**config.mk**
```make
export PLATFORM = sky130hd
export DESIGN_NAME = ac97_codec_responder
export DESIGN_NICKNAME = d
export VERILOG_FILES = /design/src/rtl/ac97_codec_responder.sv
export SDC_FILE = /design/constraint.sdc
export NUM_CORES = 2
export LEC_CHECK = 0
export BUFFER_PORTS_ARGS = -buffer_cell sky130_fd_sc_hd__buf_4
export CORE_MARGIN = 1.5
export CORE_UTILIZATION = 50
export CTS_BUF_LIST = sky130_fd_sc_hd__clkbuf_4 sky130_fd_sc_hd__clkbuf_8 sky130_fd_sc_hd__clkbuf_16
export DETAILED_ROUTE_END_ITERATION = 7
export GPL_ROUTABILITY_DRIVEN = 0
export GPL_TIMING_DRIVEN = 0
export PLACE_DENSITY = 0.66
export SETUP_SLACK_MARGIN = 0.1
export SLEW_MARGIN = 10
export SYNTH_ARGS = -nofsm -noshare
export SYNTH_HDL_FRONTEND = slang
export SYNTH_SLANG_ARGS = --single-unit
```
**constraint.sdc**
```tcl
create_clock -name clk -period 4.7 [get_ports clk]
set_input_delay 0.47 -clock clk [delete_from_list [all_inputs] [get_ports clk]]
set_output_delay 0.47 -clock clk [all_outputs]
set_load 0.03 [all_outputs]
```
**src/rtl/ac97_codec_responder.sv**
```systemverilog
// rtl/ac97_codec_responder.sv - AC97 codec-side link responder: deframes SYNC/SDATA_OUT,
// keeps a 64x16 shadow register file and answers status reads on SDATA_IN.
module ac97_codec_responder #(
    parameter int READY_FRAMES = 4,
    parameter int FRAME_BITS   = 256
) (
    input  logic        clk,
    input  logic        rst,
    input  logic        sync,
    input  logic        sdata_out,
    output logic        sdata_in,
    output logic        locked,
    output logic        codec_ready,
    output logic        frame_valid,
    output logic [15:0] tag,
    output logic [19:0] pcm_left,
    output logic [19:0] pcm_right,
    output logic        reg_wr_valid,
    output logic [6:0]  reg_wr_addr,
    output logic [15:0] reg_wr_data,
    output logic        frame_error
);

    localparam logic [7:0] LAST_POS  = 8'(FRAME_BITS - 1);
    localparam logic [7:0] READY_CNT = 8'(READY_FRAMES);
    localparam logic [7:0] RX_BITS   = 8'd96;  // tag + slots 1..4
    localparam logic [7:0] TX_BITS   = 8'd56;  // tag + slots 1..2

    typedef enum logic {S_HUNT, S_LOCKED} state_t;

    state_t       state_q, state_d;
    logic         sync_q;
    logic [7:0]   bit_pos_q, bit_pos_d;
    logic [95:0]  rx_q, rx_d;
    logic [55:0]  tx_q, tx_d;
    logic         done_q, done_d;
    logic         wr_pend_q, wr_pend_d;
    logic [7:0]   cnt_q, cnt_d;
    logic         ready_q, ready_d;
    logic         sdata_in_q, sdata_in_d;
    logic         err_q, err_d;
    logic [15:0]  tag_q, tag_d;
    logic [19:0]  pcm_l_q, pcm_l_d;
    logic [19:0]  pcm_r_q, pcm_r_d;
    logic [6:0]   wr_addr_q, wr_addr_d;
    logic [15:0]  wr_data_q, wr_data_d;
    logic [15:0]  regs_q [64];

    logic         rise;
    logic         accept;
    logic         take;
    logic [7:0]   pos;
    logic [6:0]   rx_addr;
    logic         is_rd;
    logic         is_wr;
    logic [15:0]  rd_data;
    logic [7:0]   cnt_inc;
    logic         ready_next;
    logic         unused_bits;

    assign rise       = sync & ~sync_q;
    // A completed frame is only honoured once the next frame's sync confirms alignment.
    assign accept     = done_q & sync;
    assign rx_addr    = rx_q[78:72];
    assign is_rd      = rx_q[94] & rx_q[79];
    assign is_wr      = rx_q[94] & rx_q[93] & ~rx_q[79] & ~rx_addr[0];
    assign rd_data    = rx_addr[0] ? 16'h0000 : regs_q[rx_addr[6:1]];
    assign cnt_inc    = (cnt_q == 8'hFF) ? cnt_q : cnt_q + 8'd1;
    assign ready_next = (cnt_inc >= READY_CNT);
    assign unused_bits = ^{rx_q[71:60], rx_q[43:40]};

    always_comb begin
        state_d    = state_q;
        bit_pos_d  = bit_pos_q;
        rx_d       = rx_q;
        tx_d       = tx_q;
        done_d     = 1'b0;
        wr_pend_d  = 1'b0;
        cnt_d      = cnt_q;
        ready_d    = ready_q;
        sdata_in_d = 1'b0;
        err_d      = 1'b0;
        tag_d      = tag_q;
        pcm_l_d    = pcm_l_q;
        pcm_r_d    = pcm_r_q;
        wr_addr_d  = wr_addr_q;
        wr_data_d  = wr_data_q;
        take       = 1'b0;
        pos        = bit_pos_q;

        case (state_q)
            S_HUNT: begin
                if (rise) begin
                    take    = 1'b1;
                    pos     = 8'd0;
                    state_d = S_LOCKED;
                end
            end
            S_LOCKED: begin
                if (!sync && bit_pos_q == 8'd0) begin
                    state_d = S_HUNT;
                    cnt_d   = 8'd0;
                    ready_d = 1'b0;
                    tx_d    = '0;
                end else begin
                    take = 1'b1;
                    if (rise && bit_pos_q != 8'd0) begin
                        err_d = 1'b1;
                        pos   = 8'd0;
                    end
                end
            end
            default: state_d = S_HUNT;
        endcase

        if (take) begin
            bit_pos_d = (pos == LAST_POS) ? 8'd0 : pos + 8'd1;
            if (pos < RX_BITS) begin
                rx_d = {rx_q[94:0], sdata_out};
            end
            if (pos == LAST_POS) begin
                done_d    = 1'b1;
                wr_pend_d = is_wr;
                tag_d     = rx_q[95:80];
                cnt_d     = cnt_inc;
                ready_d   = ready_next;
                if (rx_q[92]) pcm_l_d = rx_q[39:20];
                if (rx_q[91]) pcm_r_d = rx_q[19:0];
                if (is_wr) begin
                    wr_addr_d = rx_addr;
                    wr_data_d = rx_q[59:44];
                end
                // Read data is taken before this frame's own write lands.
                tx_d = {ready_next, is_rd, is_rd, 13'd0,
                        is_rd ? {1'b0, rx_addr, 12'h000} : 20'h00000,
                        is_rd ? {rd_data, 4'h0} : 20'h00000};
            end
        end

        if (state_d == S_LOCKED && bit_pos_d < TX_BITS) begin
            sdata_in_d = tx_d[6'd55 - bit_pos_d[5:0]];
        end
    end

    always_ff @(posedge clk) begin
        if (rst) begin
            state_q    <= S_HUNT;
            sync_q     <= 1'b0;
            bit_pos_q  <= 8'd0;
            rx_q       <= '0;
            tx_q       <= '0;
            done_q     <= 1'b0;
            wr_pend_q  <= 1'b0;
            cnt_q      <= 8'd0;
            ready_q    <= 1'b0;
            sdata_in_q <= 1'b0;
            err_q      <= 1'b0;
            tag_q      <= '0;
            pcm_l_q    <= '0;
            pcm_r_q    <= '0;
            wr_addr_q  <= '0;
            wr_data_q  <= '0;
        end else begin
            state_q    <= state_d;
            sync_q     <= sync;
            bit_pos_q  <= bit_pos_d;
            rx_q       <= rx_d;
            tx_q       <= tx_d;
            done_q     <= done_d;
            wr_pend_q  <= wr_pend_d;
            cnt_q      <= cnt_d;
            ready_q    <= ready_d;
            sdata_in_q <= sdata_in_d;
            err_q      <= err_d;
            tag_q      <= tag_d;
            pcm_l_q    <= pcm_l_d;
            pcm_r_q    <= pcm_r_d;
            wr_addr_q  <= wr_addr_d;
            wr_data_q  <= wr_data_d;
        end
    end

    always_ff @(posedge clk) begin
        if (rst) begin
            for (int i = 0; i < 64; i++) begin
                regs_q[i] <= 16'h0000;
            end
        end else if (accept && wr_pend_q) begin
            regs_q[wr_addr_q[6:1]] <= wr_data_q;
        end
    end

    assign sdata_in     = sdata_in_q;
    assign locked       = (state_q == S_LOCKED);
    assign codec_ready  = ready_q;
    assign frame_valid  = accept;
    assign reg_wr_valid = accept & wr_pend_q;
    assign tag          = tag_q;
    assign pcm_left     = pcm_l_q;
    assign pcm_right    = pcm_r_q;
    assign reg_wr_addr  = wr_addr_q;
    assign reg_wr_data  = wr_data_q;
    assign frame_error  = err_q;

endmodule
```
Yosys cells after proc, flatten, opt, wreduce, memory -nomap -nowiden
Memory sizes are Yosys's and may differ from the RTL's. A register that Yosys moved wholly into a read port is not among the register bits.
Index checks and enable logic that the tools add are counted.
{"block": "word_totals", "regBits": 254, "latchBits": 0, "mem_bits_rw": 1024, "romBits": 0, "inputBits": 4, "output_inout_bits": 85, "wordCells": 96, "mem_count": 1}
{"block": "op_classes", "addsub": 3, "multipliers": 0, "n_div": 0, "n_lt_le_gt_ge": 4, "eq_ne": 2, "shift": 0, "muxes": 39, "bitwise": 14, "n_reduce_logical": 17}
{"name": "regs_q", "words": 64, "word_bits": 16, "rd": 1, "rd_ports_with_merged_regs": 1, "write_ports": 64, "line": "47", "source": "logic [15:0] regs_q [64];"}
{"operator": "$mux W56", "n": 4}
{"operator": "$mux W8", "n": 10}
{"operator": "$mux W16", "n": 2}
{"operator": "$mux W20", "n": 1}
{"operator": "$mux W19", "n": 1}
{"operator": "$mux W6", "n": 3}
{"operator": "$add A8 B1 Y8 const B", "n": 2}
{"operator": "$eq A8 B8 Y1 const B", "n": 2}
{"operator": "$pmux W8 S2", "n": 1}
{"operator": "$reduce_or A16 Y1", "n": 1}
{"operator": "$mux W1", "n": 15}
{"operator": "$reduce_and A3 Y1", "n": 3}
{"operator": "$ge A8 B3 Y1 const B", "n": 1}
{"operator": "$logic_not A8 Y1", "n": 1}
{"operator": "$lt A8 B6 Y1 const B", "n": 1}
{"operator": "$lt A8 B7 Y1 const B", "n": 1}
{"operator": "$reduce_bool A8 Y1", "n": 1}
{"operator": "$and A1 B1 Y1", "n": 7}
{"operator": "$lt A6 B7 Y1 const B", "n": 1}
{"operator": "$not A1 Y1", "n": 7}
{"operator": "$bmux W1 S6", "n": 1}
{"operator": "$reduce_or A3 Y1", "n": 2}
{"operator": "$sub A6 B6 Y6 const A", "n": 1}
{"operator": "$logic_and A1 B1 Y1", "n": 4}
{"operator": "4 further kinds", "n": 6}

Longest topological paths before layout
{"block": "logic_depth", "word_depth": 13, "ltp_mapped": 16}

Least setup slack after synthesis
OpenSTA, ideal clock, no wires.
{"block": "synth_timing", "kind": "input to register", "start": "in sync", "end": "reg sdata_in_q, in the netlist sdata_in", "setup_ns": 0.120, "arrival_time_ns": 3.547, "t_required_ns": 4.580, "path_slack_ns": 1.033, "stages": 16, "path_buffers": 2, "path_cell_list": "nor2b_1 -> clkbuf_1 -> clkbuf_1 -> nor2_1 -> ha_1 -> nand4_1 -> nor2_1 -> or2_2 -> a311o_1 -> inv_1 -> ha_1 -> inv_1 -> a311oi_2 -> o221ai_2 -> a221oi_2 -> o21ai_2"}
{"block": "synth_between", "elab_chain_len": 12, "word_cells_on_any_way": 26, "classes_between": "2 x add/sub; 1 x order compare; 1 x eq/ne; 15 x mux; 2 x bitwise; 5 x reduce/logical"}
{"item": "start: declaration", "line": "9", "source": "input logic sync,"}
{"item": "$and A1 B1 Y1", "line": "61", "source": "assign rise = sync & ~sync_q;"}
{"item": "$logic_and A1 B1 Y1", "line": "107", "source": "if (rise && bit_pos_q != 8'd0) begin"}
{"item": "$mux W8", "line": "107"}
{"item": "$mux W8", "line": "100", "source": "if (!sync && bit_pos_q == 8'd0) begin"}
{"item": "$pmux W8 S2", "line": "91", "source": "case (state_q)"}
{"item": "$add A8 B1 Y8 or $eq A8 B8 Y1 (tied branches)", "line": "117", "source": "bit_pos_d = (pos == LAST_POS) ? 8'd0 : pos + 8'd1;"}
{"item": "$mux W8", "line": "117"}
{"item": "$mux W8 (*)", "line": "116", "source": "if (take) begin"}
{"item": "named net bit_pos_d[3]", "line": "33", "source": "logic [7:0] bit_pos_q, bit_pos_d;"}
{"item": "parallel branches: the longest is 4 deep, another holds $sub A6 B6 Y6"}
{"item": "end signal: assignment", "line": "173", "source": "sdata_in_q <= sdata_in_d;"}
{"item": "end: declaration", "line": "40", "source": "logic sdata_in_q, sdata_in_d;"}
Mark *: on every way through the listed nets, which the timed path passes. The select of a mux whose other input is x is not followed.
A chain may end at the register's enable or synchronous reset.

==> flow_summary.json <==
{
  "min-delay-path-class": "reg2reg",
  "synth_seq_cells": 1284,
  "synth-warning-count": 0,
  "post_synth_main_area_contributors": "sky130_fd_sc_hd__edfxtp_1 (54%), sky130_fd_sc_hd__and2_1 (12%), sky130_fd_sc_hd__mux4_2 (9.7%)",
  "worst_slew_pin_slew_ps": 1440,
  "cell_with_the_most_instances_after_synthesis": "sky130_fd_sc_hd__and2_1",
  "ant_nets": 0,
  "clockBufferDepth": 3,
  "maxSlewViolCount": 0,
  "final_count_of_negative_setup_slack_endpoints": 7,
  "finalSetupTns_ps": -394,
  "endpoint_kind": "flip-flop",
  "grt_pass1_wl_um": 269000,
  "synth-edff-count": 1024,
  "detail_route.drc_violations": 0,
  "cts_root_buffer": "sky130_fd_sc_hd__clkbuf_16",
  "synth_fp_nets": 4245,
  "dr.first_iter.drc_count": 5533,
  "synth_largest_type_area_fraction_pct": 54.2,
  "post_cts_buffers": 0,
  "postSynthAreaPerCell_um2": 13.4,
  "floorplan.rows": 123,
  "die_height_um": 340,
  "final_layout_size_suffix_gt1_share_pct": 16.1,
  "f_max_ghz": 0.208,
  "clock_latency_ps": 760,
  "violated_checks": "negative setup slack",
  "fin_worst_skew_ps": 21.3,
  "cellLeakagePower_nw": 21.5,
  "synthDominantAreaCellType": "sky130_fd_sc_hd__edfxtp_1",
  "dieArea_um2": 116000,
  "syn_to_final_growth_pct": 12.6,
  "core-area_um2": 112000,
  "netlist_area_um2": 56800,
  "ir_drop_v": 0.000353,
  "total_of_buffers_placed_on_input_and_output_ports": 88,
  "viasPerCell": 6.20,
  "final_util_pct": 56.8,
  "grt.total_usage_pct": 33.5,
  "path_class": "reg2reg",
  "cts_tree": "done",
  "drt-total-wl_um": 195000,
  "vias": 37701,
  "synthTopCellsByCount": "sky130_fd_sc_hd__and2_1 (1063), sky130_fd_sc_hd__edfxtp_1 (1024), sky130_fd_sc_hd__nand2_1 (405)",
  "syn_inst": 4238,
  "number_of_global_route_vias_before_repair": 35814,
  "cts.sinks": 1284,
  "final_min_period_ps": 4800,
  "num_io_pins": 89,
  "antenna_found_initial": 16,
  "cts_inserted_buffers": 136,
  "maxSlewHeadroom_pct": 3.95,
  "power.total_mw": 24.5,
  "finalHoldWorstSlack_ps": 454,
  "power_per_cell_area_nw_per_um2": 383,
  "critical_path_launch_point_type": "flip-flop",
  "drt_pre_antenna_iters": 7,
  "finalCritPeriodShare_pct": 102,
  "synth_flop_cell": "sky130_fd_sc_hd__edfxtp_1",
  "fill_cells": 9068,
  "synth.lib_cells_used.distinct": 77,
  "ys_seq_area_share_pct": 63.3,
  "htree_num_levels": 4,
  "clkTransAtPathRegs_ps": 60,
  "grt_overflow": 0,
  "maximum_capacitance_violations": 0,
  "initial_core_utilization_pct": 50.5,
  "crit_fanout": 10,
  "synth_async_sr_flop_share_pct": 0,
  "worst_ep_required_time_ps": 5320,
  "setup_ws_ps": -98.4,
  "report.final.hold_viol_count": 0,
  "grt_max_degree": 17,
  "status": "finished, violations left",
  "wire_per_inst_um": 32.0,
  "hpwl_um": 133000,
  "fp.dieW_um": 340,
  "setup_repair_after_global_routing_missed_its_margin": "no",
  "worst-endpoint-arrival_ps": 5410,
  "design.final.nets": 4475,
  "place_worst_setup_slack_ps": -900
}
kinds of logic after synthesis:
logic type,count (synthesis),share of synthesized area [%]
mux,362,11.8
fa+ha+maj,3,0.0661
flops,1284,63.3
xor+xnor,5,0.0771
compound gates,412,4.63
simple gates,1790,17.3
buf+inv,382,2.79
layout by cell type (no fill, tap or decap), drive strengths merged, types with 13 or more instances in the layout:
cell,n
nand2,405
dfxtp,260
and2,1063
a21oi,214
edfxtp,1024
mux4,244
a221oi,39
a22oi,37
nor3,21
mux2i,113
or2,69
clkbuf,482
nor2,135
buf,159
nand4,13
clkinv,42
o21ai,33
inv,22
nand3,34
sequential cells by signal (all words and copies together), names as in the netlist, named ones only:
register and count:
sync_q 1, sdata_in 1, pcm_right 20, reg_wr_data 16, locked 1, tx_q 56, frame_error 1, regs_q 1024
cnt_q 8, wr_pend_q 1, done_q 1, tag 16, reg_wr_addr 7, bit_pos_q 8, rx_q 96, codec_ready 1
pcm_left 20
power breakdown:
part | internal (mW) | switching (mW) | total, mW
Clock | 6.27 | 4.58 | 10.8
Sequential | 12.7 | 0.130 | 12.8
Combinational | 0.249 | 0.591 | 0.840
Total | 19.2 | 5.30 | 24.5
metal layers:
metal	vias up	track usage, %	share of wire (%)
met3	535	11.8	13
met4	8	19.2	6.5
li1	15708	-	-
met2	2407	48.8	44
met1	19043	43.5	37
met5	-	0	0.029
per-stage QoR:
stage | instance area (µm²) | instances
4_1_cts | 63900 | 6072
5_1_grt | 63900 | 6073
2_1_floorplan | 56800 | 4238
3_3_place_gp | 59300 | 5826
6_report | 63900 | 6078
3_5_place_dp | 59300 | 5826
worst max-delay path: stages (launching register included):
cell and delay [ps]:
sky130_fd_sc_hd__dfxtp_1 470, sky130_fd_sc_hd__nor2b_1 820, sky130_fd_sc_hd__clkbuf_2 580, sky130_fd_sc_hd__buf_1 650, sky130_fd_sc_hd__clkbuf_2 580, sky130_fd_sc_hd__a221oi_1 320, sky130_fd_sc_hd__a22oi_1 270, sky130_fd_sc_hd__nand3_1 270
sky130_fd_sc_hd__nand3_1 190, sky130_fd_sc_hd__o21ai_0 210, sky130_fd_sc_hd__a21oi_1 210, sky130_fd_sc_hd__nor2_1 60
worst paths after layout:
check	slack, ps	cells after the start	end	startpoint
setup reg to reg	-100	11	tx_q[16]	flip-flop
hold / removal	450	2	pcm_left[0]	pcm_left[0]
setup / recovery	-100	11	tx_q[16]	flip-flop
hold reg to reg	450	2	pcm_left[0]	pcm_left[0]
cell type report:
cell class	count	area (µm²)	share of cell area, %
antenna	5	12.5	0.0196
buffer	365	1600	2.50
clock buffer	188	3980	6.23
clock inverter	55	462	0.722
inverter	16	60.1	0.0939
multi-input combinational	2572	19300	30.1
sequential	1284	36000	56.2
tap	1500	1880	2.94
timing repair buffer	93	717	1.12
timing repair:
| action | in CTS | in global routing |
|---|---|---|
| gates resized for setup | 21 | 18 |
| hold buffers | 3 | 0 |
| pin swaps | 0 | 2 |
| gates cloned | 0 | 0 |
| endpoints found under the setup margin | 12 | 6 |
| endpoints found under the hold margin | 3 | 0 |
Note: power is estimated with default switching activity, not from simulation.
